==> src/rtl/twos_complement_divider.sv <==
`timescale 1ns/1ps
// Sequential signed divider: restoring division on sign magnitudes, C-style
// truncation, one conditional subtract per cycle on a single add/sub datapath.
module twos_complement_divider #(
  parameter int WIDTH = 4
) (
  input  logic             clk,
  input  logic             rst_n,
  input  logic             start,
  output logic             ready,
  input  logic [WIDTH-1:0] dividend,
  input  logic [WIDTH-1:0] divisor,
  output logic [WIDTH-1:0] quotient,
  output logic [WIDTH-1:0] remainder,
  output logic             done,
  output logic             dz,
  output logic             ovf
);

  localparam int CW = (WIDTH > 2) ? $clog2(WIDTH) : 1;
  localparam logic [CW-1:0]    CNT_LAST = CW'(WIDTH - 1);
  localparam logic [WIDTH-1:0] MOST_NEG = {1'b1, {(WIDTH-1){1'b0}}};
  localparam logic [WIDTH-1:0] ONE_W    = WIDTH'(1);
  localparam logic [WIDTH:0]   ONE_W1   = (WIDTH+1)'(1);

  typedef enum logic [2:0] {S_IDLE, S_PREP, S_DIV, S_FIX, S_DONE} state_t;

  state_t           state_q, state_d;
  logic [CW-1:0]    cnt_q, cnt_d;
  logic [WIDTH:0]   p_q, p_d;
  logic [WIDTH-1:0] q_q, q_d;
  logic [WIDTH-1:0] dvd_q, dvd_d;
  logic [WIDTH-1:0] dvs_q, dvs_d;
  logic [WIDTH-1:0] dvs_mag_q, dvs_mag_d;
  logic             sign_a_q, sign_a_d;
  logic             sign_b_q, sign_b_d;
  logic             zero_q, zero_d;
  logic             ovf_cond_q, ovf_cond_d;
  logic [WIDTH-1:0] quot_q, quot_d;
  logic [WIDTH-1:0] rem_q, rem_d;
  logic             dz_q, dz_d;
  logic             ovf_q, ovf_d;

  // Trial subtract: shifted partial remainder minus {0,|divisor|}, done as an
  // add of the inverted divisor with carry-in 1. MSB set means it went negative.
  logic [WIDTH:0] shifted;
  logic [WIDTH:0] trial;
  assign shifted = {p_q[WIDTH-1:0], q_q[WIDTH-1]};
  assign trial   = shifted + {1'b1, ~dvs_mag_q} + ONE_W1;

  assign ready     = (state_q == S_IDLE);
  assign done      = (state_q == S_DONE);
  assign quotient  = quot_q;
  assign remainder = rem_q;
  assign dz        = dz_q;
  assign ovf       = ovf_q;

  // Next-state and datapath: everything holds unless the current state updates it.
  always_comb begin
    state_d    = state_q;
    cnt_d      = cnt_q;
    p_d        = p_q;
    q_d        = q_q;
    dvd_d      = dvd_q;
    dvs_d      = dvs_q;
    dvs_mag_d  = dvs_mag_q;
    sign_a_d   = sign_a_q;
    sign_b_d   = sign_b_q;
    zero_d     = zero_q;
    ovf_cond_d = ovf_cond_q;
    quot_d     = quot_q;
    rem_d      = rem_q;
    dz_d       = dz_q;
    ovf_d      = ovf_q;
    case (state_q)
      S_IDLE: begin
        if (start) begin
          dvd_d   = dividend;
          dvs_d   = divisor;
          state_d = S_PREP;
        end
      end
      S_PREP: begin
        // The most-negative value negates to itself, which read unsigned is 2^(WIDTH-1).
        q_d        = dvd_q[WIDTH-1] ? (~dvd_q + ONE_W) : dvd_q;
        dvs_mag_d  = dvs_q[WIDTH-1] ? (~dvs_q + ONE_W) : dvs_q;
        sign_a_d   = dvd_q[WIDTH-1];
        sign_b_d   = dvs_q[WIDTH-1];
        zero_d     = (dvs_q == '0);
        ovf_cond_d = (dvd_q == MOST_NEG) && (dvs_q == '1);
        p_d        = '0;
        cnt_d      = '0;
        state_d    = S_DIV;
      end
      S_DIV: begin
        if (!trial[WIDTH]) begin
          p_d = trial;
          q_d = {q_q[WIDTH-2:0], 1'b1};
        end else begin
          p_d = shifted;
          q_d = {q_q[WIDTH-2:0], 1'b0};
        end
        if (cnt_q == CNT_LAST) begin
          state_d = S_FIX;
        end else begin
          cnt_d = cnt_q + 1'b1;
        end
      end
      S_FIX: begin
        // Overflow needs no special datapath: |q| = 2^(WIDTH-1) wraps to MOST_NEG.
        if (zero_q) begin
          quot_d = '1;
          rem_d  = dvd_q;
          dz_d   = 1'b1;
          ovf_d  = 1'b0;
        end else begin
          quot_d = (sign_a_q ^ sign_b_q) ? (~q_q + ONE_W) : q_q;
          rem_d  = sign_a_q ? (~p_q[WIDTH-1:0] + ONE_W) : p_q[WIDTH-1:0];
          dz_d   = 1'b0;
          ovf_d  = ovf_cond_q;
        end
        state_d = S_DONE;
      end
      S_DONE: begin
        state_d = S_IDLE;
      end
      default: begin
        state_d = S_IDLE;
      end
    endcase
  end

  // State and datapath registers; reset aborts any operation in flight.
  always_ff @(posedge clk or negedge rst_n) begin
    if (!rst_n) begin
      state_q    <= S_IDLE;
      cnt_q      <= '0;
      p_q        <= '0;
      q_q        <= '0;
      dvd_q      <= '0;
      dvs_q      <= '0;
      dvs_mag_q  <= '0;
      sign_a_q   <= 1'b0;
      sign_b_q   <= 1'b0;
      zero_q     <= 1'b0;
      ovf_cond_q <= 1'b0;
      quot_q     <= '0;
      rem_q      <= '0;
      dz_q       <= 1'b0;
      ovf_q      <= 1'b0;
    end else begin
      state_q    <= state_d;
      cnt_q      <= cnt_d;
      p_q        <= p_d;
      q_q        <= q_d;
      dvd_q      <= dvd_d;
      dvs_q      <= dvs_d;
      dvs_mag_q  <= dvs_mag_d;
      sign_a_q   <= sign_a_d;
      sign_b_q   <= sign_b_d;
      zero_q     <= zero_d;
      ovf_cond_q <= ovf_cond_d;
      quot_q     <= quot_d;
      rem_q      <= rem_d;
      dz_q       <= dz_d;
      ovf_q      <= ovf_d;
    end
  end

endmodule

==> config.mk <==
export PLATFORM = sky130hd
export DESIGN_NAME = twos_complement_divider
export DESIGN_NICKNAME = d
export VERILOG_FILES = /design/src/rtl/twos_complement_divider.sv
export SDC_FILE = /design/constraint.sdc
export NUM_CORES = 1
export LEC_CHECK = 0
export CELL_PAD_IN_SITES_DETAIL_PLACEMENT = 0
export CELL_PAD_IN_SITES_GLOBAL_PLACEMENT = 1
export CORE_MARGIN = 2
export CORE_UTILIZATION = 45
export CTS_CLUSTER_SIZE = 40
export DETAILED_ROUTE_END_ITERATION = 12
export PLACE_DENSITY_LB_ADDON = 0.08
export SYNTH_ARGS = -nofsm -noshare
export SYNTH_HDL_FRONTEND = slang
export SYNTH_SLANG_ARGS = --single-unit
==> constraint.sdc <==
create_clock -name clk -period 3.3 [get_ports clk]
set_input_delay 0.66 -clock clk [delete_from_list [all_inputs] [get_ports clk]]
set_output_delay 0.66 -clock clk [all_outputs]
set_load 0.005 [all_outputs]
Yosys cells after proc, flatten, opt, wreduce, memory -nomap -nowiden

Index checks and enable logic that the tools add are counted.
W data, S select, Z words.

Bits in registers: 39
Latch bits: 0
Memory bits (writable): 0
Memory bits (read-only): 0
Output and inout bits: 12
Logic and storage cells: 62
Memories: 0

$add $sub $neg: 7
Multiply operators: 0
Divide/modulo/power cells: 0
$lt $le $gt $ge: 0
Equality and inequality tests: 10
Shifts and indexed selects: 0
Mux-type cells: 17
Bitwise gates (word level): 6
Reduce and logical (&&, ||, !) cells: 7

Operator list:

| kind                  | number |
|---|---|
| $mux W4               | 7 |
| $not A4 Y4            | 5 |
| $add A4 B1 Y4 const B | 4 |
| $pmux W4 S2           | 2 |
| $pmux W3 S4           | 1 |
| $eq A4 B4 Y1 const B  | 2 |
| $eq A3 B2 Y1 const B  | 2 |
| $mux W3               | 2 |
| $ne A2 B2 Y1 const B  | 3 |
| $reduce_and A2 Y1     | 3 |
| $add A5 B1 Y5 const B | 1 |
| $add A5 B5 Y5         | 1 |
| $logic_not A4 Y1      | 1 |
| $pmux W2 S2           | 1 |
| $eq A3 B1 Y1 const B  | 1 |
| $eq A3 B3 Y1 const B  | 1 |
| $logic_not A3 Y1      | 1 |
| $mux W1               | 3 |
| $add A2 B1 Y2 const B | 1 |
| $eq A2 B2 Y1 const B  | 1 |
| $mux W2               | 1 |
| $reduce_bool A2 Y1    | 1 |
| $logic_and A1 B1 Y1   | 1 |
| $xor A1 B1 Y1         | 1 |

Logic depth before layout (Yosys ltp)

Gate-level depths: netlist (run 1).

Depth in word-level cells: 5
Depth in mapped cells: 8
Depth with buffers taken out: 8

Worst setup path after synthesis (run 1)

OpenSTA, ideal clock, no wires.

Path type: flip-flop to flip-flop
From: register q_q[3]
To: register p_q[1]
Setup time: 0.082 ns
Data arrival time: 2.054 ns
Data required time: 3.218 ns
Path slack: 1.165 ns
Stages on the path, launching flop included: 9
Cells stage by stage: dfrtp_1 inv_1 ha_1 inv_1 fa_1 a211oi_2 nor2_1 or3b_2 a31oi_1

Word-level cells in the longest chain between the ends: 4

RTL lines:

| element                | line | text |
|---|---|---|
| start, declared        | 31   | `logic [WIDTH-1:0] q_q, q_d;` |
| start signal, assigned | 155  | `q_q <= q_d;` |
| $add A5 B5 Y5          | 49   | `assign trial = shifted + {1'b1, ~dvs_mag_q} + ONE_W1;` |
| $add A5 B1 Y5          | 49   |  |
| $mux W4                | 96   | `if (!trial[WIDTH]) begin` |
| $pmux W4 S2            | 75   | `case (state_q)` |
| end signal, assigned   | 154  | `p_q <= p_d;` |
| end, declared          | 30   | `logic [WIDTH:0] p_q, p_d;` |

Every way passes these cells.
A chain may end at the register's enable or synchronous reset.

Worst setup path in the final report (run 1)

Ends and elaborated chain as after synthesis.

==> qor.yml, run 1 <==
sta:
  fin_crit_sh_pct: 70.3
  finalHoldViolCount: 0
  slew_headroom_pct: 42.4
  rsz0062_at_grt: "false"
  finalSetupViolations: 0
  maxSlewViolCount: 0
  worstMarginPinSlew_ns: 0.864
  period_minus_slack_ns: 2.32
  skew_ns: 0.00995
  timing.setup.tns_ns: 0
  fmax_mhz: 431
clock_network:
  clock_latency_ns: 0.29
  cts_setup_buffers: 0
  cts.sinks: 39
  htree_levels: 2
  clockBufferDepth: 2
  cts-buffers-inserted: 5
  cts_tree: "yes"
  cts_hold_buf: 0
  root_buffer: "clkbuf_8"
  clk_pin_slew_ns: 0.07
  cts_resized: 0
synth:
  ys_warn_count: 0
  synth_cell_types: 38
  synth_edf_count: 0
  async_flop_share_pct: 100
  synth_fp_nets: 225
  synth-seq-cells: 39
  netlist_top_cells_area: "dfrtp_1 48%, ha_1 6.2%, o21ai_0 5.4%"
  synth_cells: 203
  yosysSeqAreaShare_pct: 48.1
  synth_common_cells: "39 x dfrtp_1, 29 x nand2_1, 22 x o21ai_0"
  avgSynthCellArea_um2: 10.0
  synth.most_common_cell: "dfrtp_1"
  synthesis.area_um2: 2030
  netlist.area_leader.share_pct: 48.1
  yosys.area.top_type: "dfrtp_1"
  yosys_most_used_dff: "dfrtp_1"
power_and_ir_drop:
  ir_drop_v: 0.000403
  p_total_mw: 2.45
  p_per_area_nw_per_um2: 1040
  leakagePower_nw: 1.04
die:
  die_x_um: 71.2
  core-area_um2: 4350
  io_pins: 23
  die_area_um2: 5070
  row_count: 24
  start_util_pct: 46.6
  die_y_um: 71.2
global_route:
  first_global_vias: 1484
  grt.total_usage_pct: 18.1
  met2_usage_pct: 30.6
  met1_usage_pct: 24.2
  grt_util_met3_pct: 4.27
  grt.overflow.total: 0
  grt_max_degree: 40
  grt_pass1_wl_mm: 7.21
  grt_busiest_layer: "met2"
  antenna_found_initial: 0
place:
  place.gp.congestion: 0.869
  dp_hpwl_mm: 3.08
  portBuffers: 22
setup_path:
  critPathArrivalTime_ns: 2.53
  critPathKind: "reg -> reg"
  r2r_start: "q_q[3]"
  startpoint_type: "flip-flop"
  worstReg2RegEnd: "p_q[1]"
  r2r_cells: 8
  critPathRequiredTime_ns: 3.51
  r2r_setup_slack_ns: 0.98
  cp_max_fo: 6
  crit_path_end: "p_q[1]"
  setup.worst_path.end_class: "flip-flop"
  crit_path_start: "q_q[3]"
final_layout:
  synthToLayoutAreaGrowth_pct: 15.8
  diodes: 0
  nFillCells: 393
  nets: 248
  drive_gt1_share_pct: 7.93
flow_run:
  cap_violations: 0
worst_hold_path:
  hp-class: "in -> async"
routing:
  wl_per_cell_um: 14.5
  remaining_drc_errors: 0
  drtIter0Drc: 74
  vias_per_cell: 5.32
  drtPass1Iterations: 4
  ant_nets: 0
  vias: 1485
  routed_wl_mm: 4.06
outcome:
  status: "completed"
per-layer routing:
metal,vias to the layer above,share of wire (%)
met5,-,0
met4,0,0.59
met3,4,3.1
met2,31,49
met1,710,48
li1,740,-
stage by stage:
stage	instances	area, µm²	utilization, %	hold slack [ns]	setup WS, ns
finish	279	2350	54.0	0.476	0.980
CTS	279	2350	54.0	0.487	0.976
global route	279	2350	54.0	0.502	0.844
floorplan	203	2030	-	0.364	1.16
global placement	271	2270	52.1	0.460	1.07
detailed placement	271	2270	52.1	0.469	0.989
worst min path at each step:
stage                     slack (ns)           end    startpoint  cells past startpoint
final                           0.48            dz         rst_n                      1
after global routing            0.50  remainder[0]  remainder[0]                      2
after global placement          0.46   quotient[0]   quotient[0]                      2
after CTS                       0.49            dz            dz                      2
after floorplan                 0.36      cnt_q[0]         rst_n                      0
after detailed placement        0.47            dz            dz                      2
power by group:
group | internal, mW | switching, mW | leakage [nW]
combinational | 0.605 | 0.630 | 0.509
clock | 0.148 | 0.157 | 0.0422
sequential | 0.691 | 0.220 | 0.490
total | 1.44 | 1.01 | 1.04
kinds of logic (layout without fill, tap and decap cells):
kind of cell	count (synthesis)	count (layout)	synth area share [%]
AOI/OAI and AO/OA	42	42	13.0
xor gates and xnor gates	9	9	3.88
adders and majority gates	11	11	7.15
buffers and inverters	23	47	5.18
DFF	39	39	48.1
muxes	13	13	6.65
and+or+nand+nor	66	66	16.1
flip-flops by register name, summed over array words and instances, names as in the netlist:
name and flops:
sign_a_q 1, remainder 4, ovf 1, cnt_q 2, q_q 4, dz 1, state_q 3, dvs_q 4
p_q 4, sign_b_q 1, ovf_cond_q 1, quotient 4, zero_q 1, dvd_q 4, dvs_mag_q 4
worst max-delay path, stage by stage, from the launching register on:
cell	delay (ns)
dfrtp_1	0.40
inv_1	0.10
ha_1	0.17
inv_1	0.05
fa_1	0.41
a211oi_2	0.32
nor2_1	0.16
or3b_2	0.48
a31oi_1	0.16
placed cells by master, fill, tap and decap left out, types with 2 or more instances in the layout:
master,n
xnor2_1,9
or3b_2,2
o221ai_1,3
nor2_1,13
nor2b_1,3
nand3_1,3
o31ai_1,3
o21ai_0,22
inv_1,17
nor3b_1,3
nand2_1,29
nor3_1,3
dfrtp_1,39
ha_1,10
a21oi_1,5
mux2i_1,9
a31oi_1,2
clkbuf_1,2
clkdlybuf4s50_1,21
nor4_1,2
clkbuf_8,5
mux2_2,4
final cells by class:
cell class	instances	area, µm²	area share [%]
inverter	17	63.8	2.71
clock inverter	1	5.00	0.213
clock buffer	7	76.3	3.25
tap	52	65.1	2.77
sequential	39	976	41.5
multi-input combinational	141	950	40.4
timing repair buffer	22	215	9.15
No activity file was read; power rests on OpenSTA's default activity.
==> run 2, diff against run 1 <==
--- a/config.mk
+++ b/config.mk
@@ -8,7 +8,7 @@
 export CELL_PAD_IN_SITES_DETAIL_PLACEMENT = 0
 export CELL_PAD_IN_SITES_GLOBAL_PLACEMENT = 1
 export CORE_MARGIN = 2
-export CORE_UTILIZATION = 45
+export CORE_UTILIZATION = 43
 export CTS_CLUSTER_SIZE = 40
 export DETAILED_ROUTE_END_ITERATION = 12
 export PLACE_DENSITY_LB_ADDON = 0.08
==> constraint.sdc (replaced) <==
create_clock -name clk -period 2.3 [get_ports clk]
set_input_delay 0.46 -clock clk [delete_from_list [all_inputs] [get_ports clk]]
set_output_delay 0.46 -clock clk [all_outputs]
set_load 0.005 [all_outputs]
==> run 2 against run 1 <==
Via count rose by 1.8%. Register-to-register slack got worse by 0.82 ns. Sequential share of layout area fell by 1.1 points. First-iteration DRC count rose by 9.5%. Total power rose by 52%. Die area rose by 4.4%. Flip-flop and latch count did not move. Combinational power rose by 49%. Critical endpoint unchanged. Largest cell class unchanged. Largest power group unchanged. Highest routed layer unchanged.
==> qor.yml, run 2 (synthesis gave the netlist of run 1 again) <==
die:
  die_y_um: 72.7  # was 71.2 µm
  die_x_um: 72.7  # was 71.2 µm
  core-area_um2: 4630  # was 4350 µm²
  die_area_um2: 5290  # was 5070 µm²
  start_util_pct: 43.9  # was 46.6%
  row_count: 25  # was 24
  io_pins: 23  # unchanged
clock_network:
  clock_latency_ns: 0.29  # about the same
  clk_pin_slew_ns: 0.08  # was 0.07 ns
  htree_levels: 2  # unchanged
  clockBufferDepth: 2  # unchanged
  cts.sinks: 39  # unchanged
  cts_tree: "yes"  # unchanged
  root_buffer: "clkbuf_8"  # unchanged
  cts-buffers-inserted: 5  # unchanged
final_layout:
  diodes: 0  # unchanged
  synthToLayoutAreaGrowth_pct: 19.0  # was 15.8%
  postLayoutCellArea_um2: 2420  # was 2350 µm²
  mostFrequentLayoutCells: "39 x dfrtp_1, 29 x nand2_1, 22 x o21ai_0"  # unchanged
  nets: 251  # was 248
  drive_gt1_share_pct: 10.9  # was 7.93%
  nFillCells: 436  # was 393
  final_common_cell: "dfrtp_1"  # unchanged
sta:
  slew_headroom_pct: 44.0  # was 42.4%
  setup_ws_ns: 0.157  # was 0.980 ns
  rsz0062_at_grt: "false"  # unchanged
  maxSlewViolCount: 0  # unchanged
  finalHoldViolCount: 0  # unchanged
  skew_ns: 0.00897  # was 0.00995 ns
  timing.setup.tns_ns: 0  # unchanged
  worstMarginPinSlew_ns: 0.840  # was 0.864 ns
  period_minus_slack_ns: 2.14  # was 2.32 ns
  fin_crit_sh_pct: 93.2  # was 70.3%
  finalSetupViolations: 0  # unchanged
  fmax_mhz: 467  # was 431 MHz
global_route:
  grt_pass1_wl_mm: 6.87  # was 7.21 mm
  grt_max_degree: 40  # unchanged
  grt.overflow.total: 0  # unchanged
  antenna_found_initial: 0  # unchanged
  first_global_vias: 1466  # was 1484
  grt.total_usage_pct: 17.1  # was 18.1%
routing:
  drtPass1Iterations: 4  # unchanged
  wl_per_cell_um: 14.4  # was 14.5 µm
  routed_wl_mm: 4.09  # was 4.06 mm
  drtIter0Drc: 81  # was 74
  vias_per_cell: 5.32  # about the same
  remaining_drc_errors: 0  # unchanged
  ant_nets: 0  # unchanged
  vias: 1511  # was 1485
place:
  place.gp.congestion: 0.839  # was 0.869
  dp_slack_ns: 0.0567  # was 0.989 ns
  place_area_um2: 2290  # was 2270 µm²
  dp_hpwl_mm: 3.13  # was 3.08 mm
  portBuffers: 22  # unchanged
power_and_ir_drop:
  ir_drop_v: 0.000557  # was 0.000403 V
  leakagePower_nw: 1.07  # was 1.04 nW
  p_per_area_nw_per_um2: 1540  # was 1040 nW/µm²
  p_total_mw: 3.73  # was 2.45 mW
outcome:
  status: "completed"  # unchanged
setup_path:
  cp_max_fo: 6  # unchanged
  cp_common_cell: "inv_1"  # unchanged
  startpoint_type: "flip-flop"  # unchanged
  setup.worst_path.end_class: "flip-flop"  # unchanged
  critPathMaxStageDelay_ns: 0.48  # about the same
  crit_chain: "inv_1 > ha_1 > inv_1 > fa_2 > a211oi_2 > nor2_2 > or3b_2 > a31oi_1"  # was inv_1 > ha_1 > inv_1 > fa_1 > a211oi_2 > nor2_1 > or3b_2 > a31oi_1
  critPathKind: "reg -> reg"  # unchanged
  critPathTopFamily: "simple AND/OR/NAND/NOR gates"  # unchanged
  critPathArrivalTime_ns: 2.36  # was 2.53 ns
  crit_buf_inv: 2  # unchanged
  critPathRequiredTime_ns: 2.52  # was 3.51 ns
  r2r_cells: 8  # unchanged
  worstSetupPathDepth: 8  # unchanged
  critPathSlowestCell: "or3b_2"  # unchanged
worst_hold_path:
  hp-class: "in -> async"  # unchanged
flow_run:
  cap_violations: 0  # unchanged
## run 2: cell types whose count changed in the layout (fill, tap and decap cells not counted), sizes merged
cell    change
buf         +3
bufinv      +1
clkbuf      -1
## run 2: layout make-up
type	instances	area, µm²	area share [%]
Clock buffer	6	82.6	3.42
Clock inverter	2	35.0	1.45
Inverter	17	63.8	2.64
Multi-Input combinational cell	141	955	39.5
Sequential cell	39	976	40.4
Tap cell	54	67.6	2.80
Timing Repair Buffer	25	238	9.83
## run 2: final timing paths
check | startpoint | end | slack (ns)
setup reg to reg | q_q[3] | p_q[1] | 0.16
hold / removal | rst_n | remainder[3] | 0.26
min in group clk | remainder[3] | remainder[3] | 0.48
setup / recovery | q_q[3] | p_q[1] | 0.16
max in group asynchronous | rst_n | dvd_q[0] | 1.50
hold reg to reg | remainder[3] | remainder[3] | 0.48
## run 2: through the flow
step	cells	utilization, %	hold WS (ns)
floorplan	203	-	0.164
global placement	276	49.6	0.460
detailed placement	276	49.6	0.470
CTS	284	52.1	0.310
global route	284	52.2	0.362
finish	284	52.2	0.265
## run 2: routing by layer
layer	routed length (µm)	track usage (%)	part of all wire (%)	vias to the layer above
met5	0	0	0	-
met4	116	7.61	2.8	0
met3	174	4.01	4.3	12
met2	1930	27.7	47	43
met1	1880	21.9	46	704
li1	-	-	-	752
## run 2: worst reg2reg max path, cell delays in order (launching register included)
cell,delay [ns]
dfrtp_1,0.40
inv_1,0.10
ha_1,0.16
inv_1,0.06
fa_2,0.36
a211oi_2,0.25
nor2_2,0.11
or3b_2,0.48
a31oi_1,0.16
## run 2: where the power goes
part / switching (mW) / total [mW] / internal, mW / leakage, nW
combinational: 0.918 / 1.83 / 0.916 / 0.523
clock: 0.235 / 0.586 / 0.351 / 0.0612
sequential: 0.315 / 1.31 / 0.991 / 0.490
## run 2: repair_timing
action | in CTS | in global routing
hold buffers | 0 | 0
endpoints found under the setup margin | 0 | 3
resized for setup | 0 | 2
buffers inserted | 0 | 0
hold endpoints to repair | 0 | 0
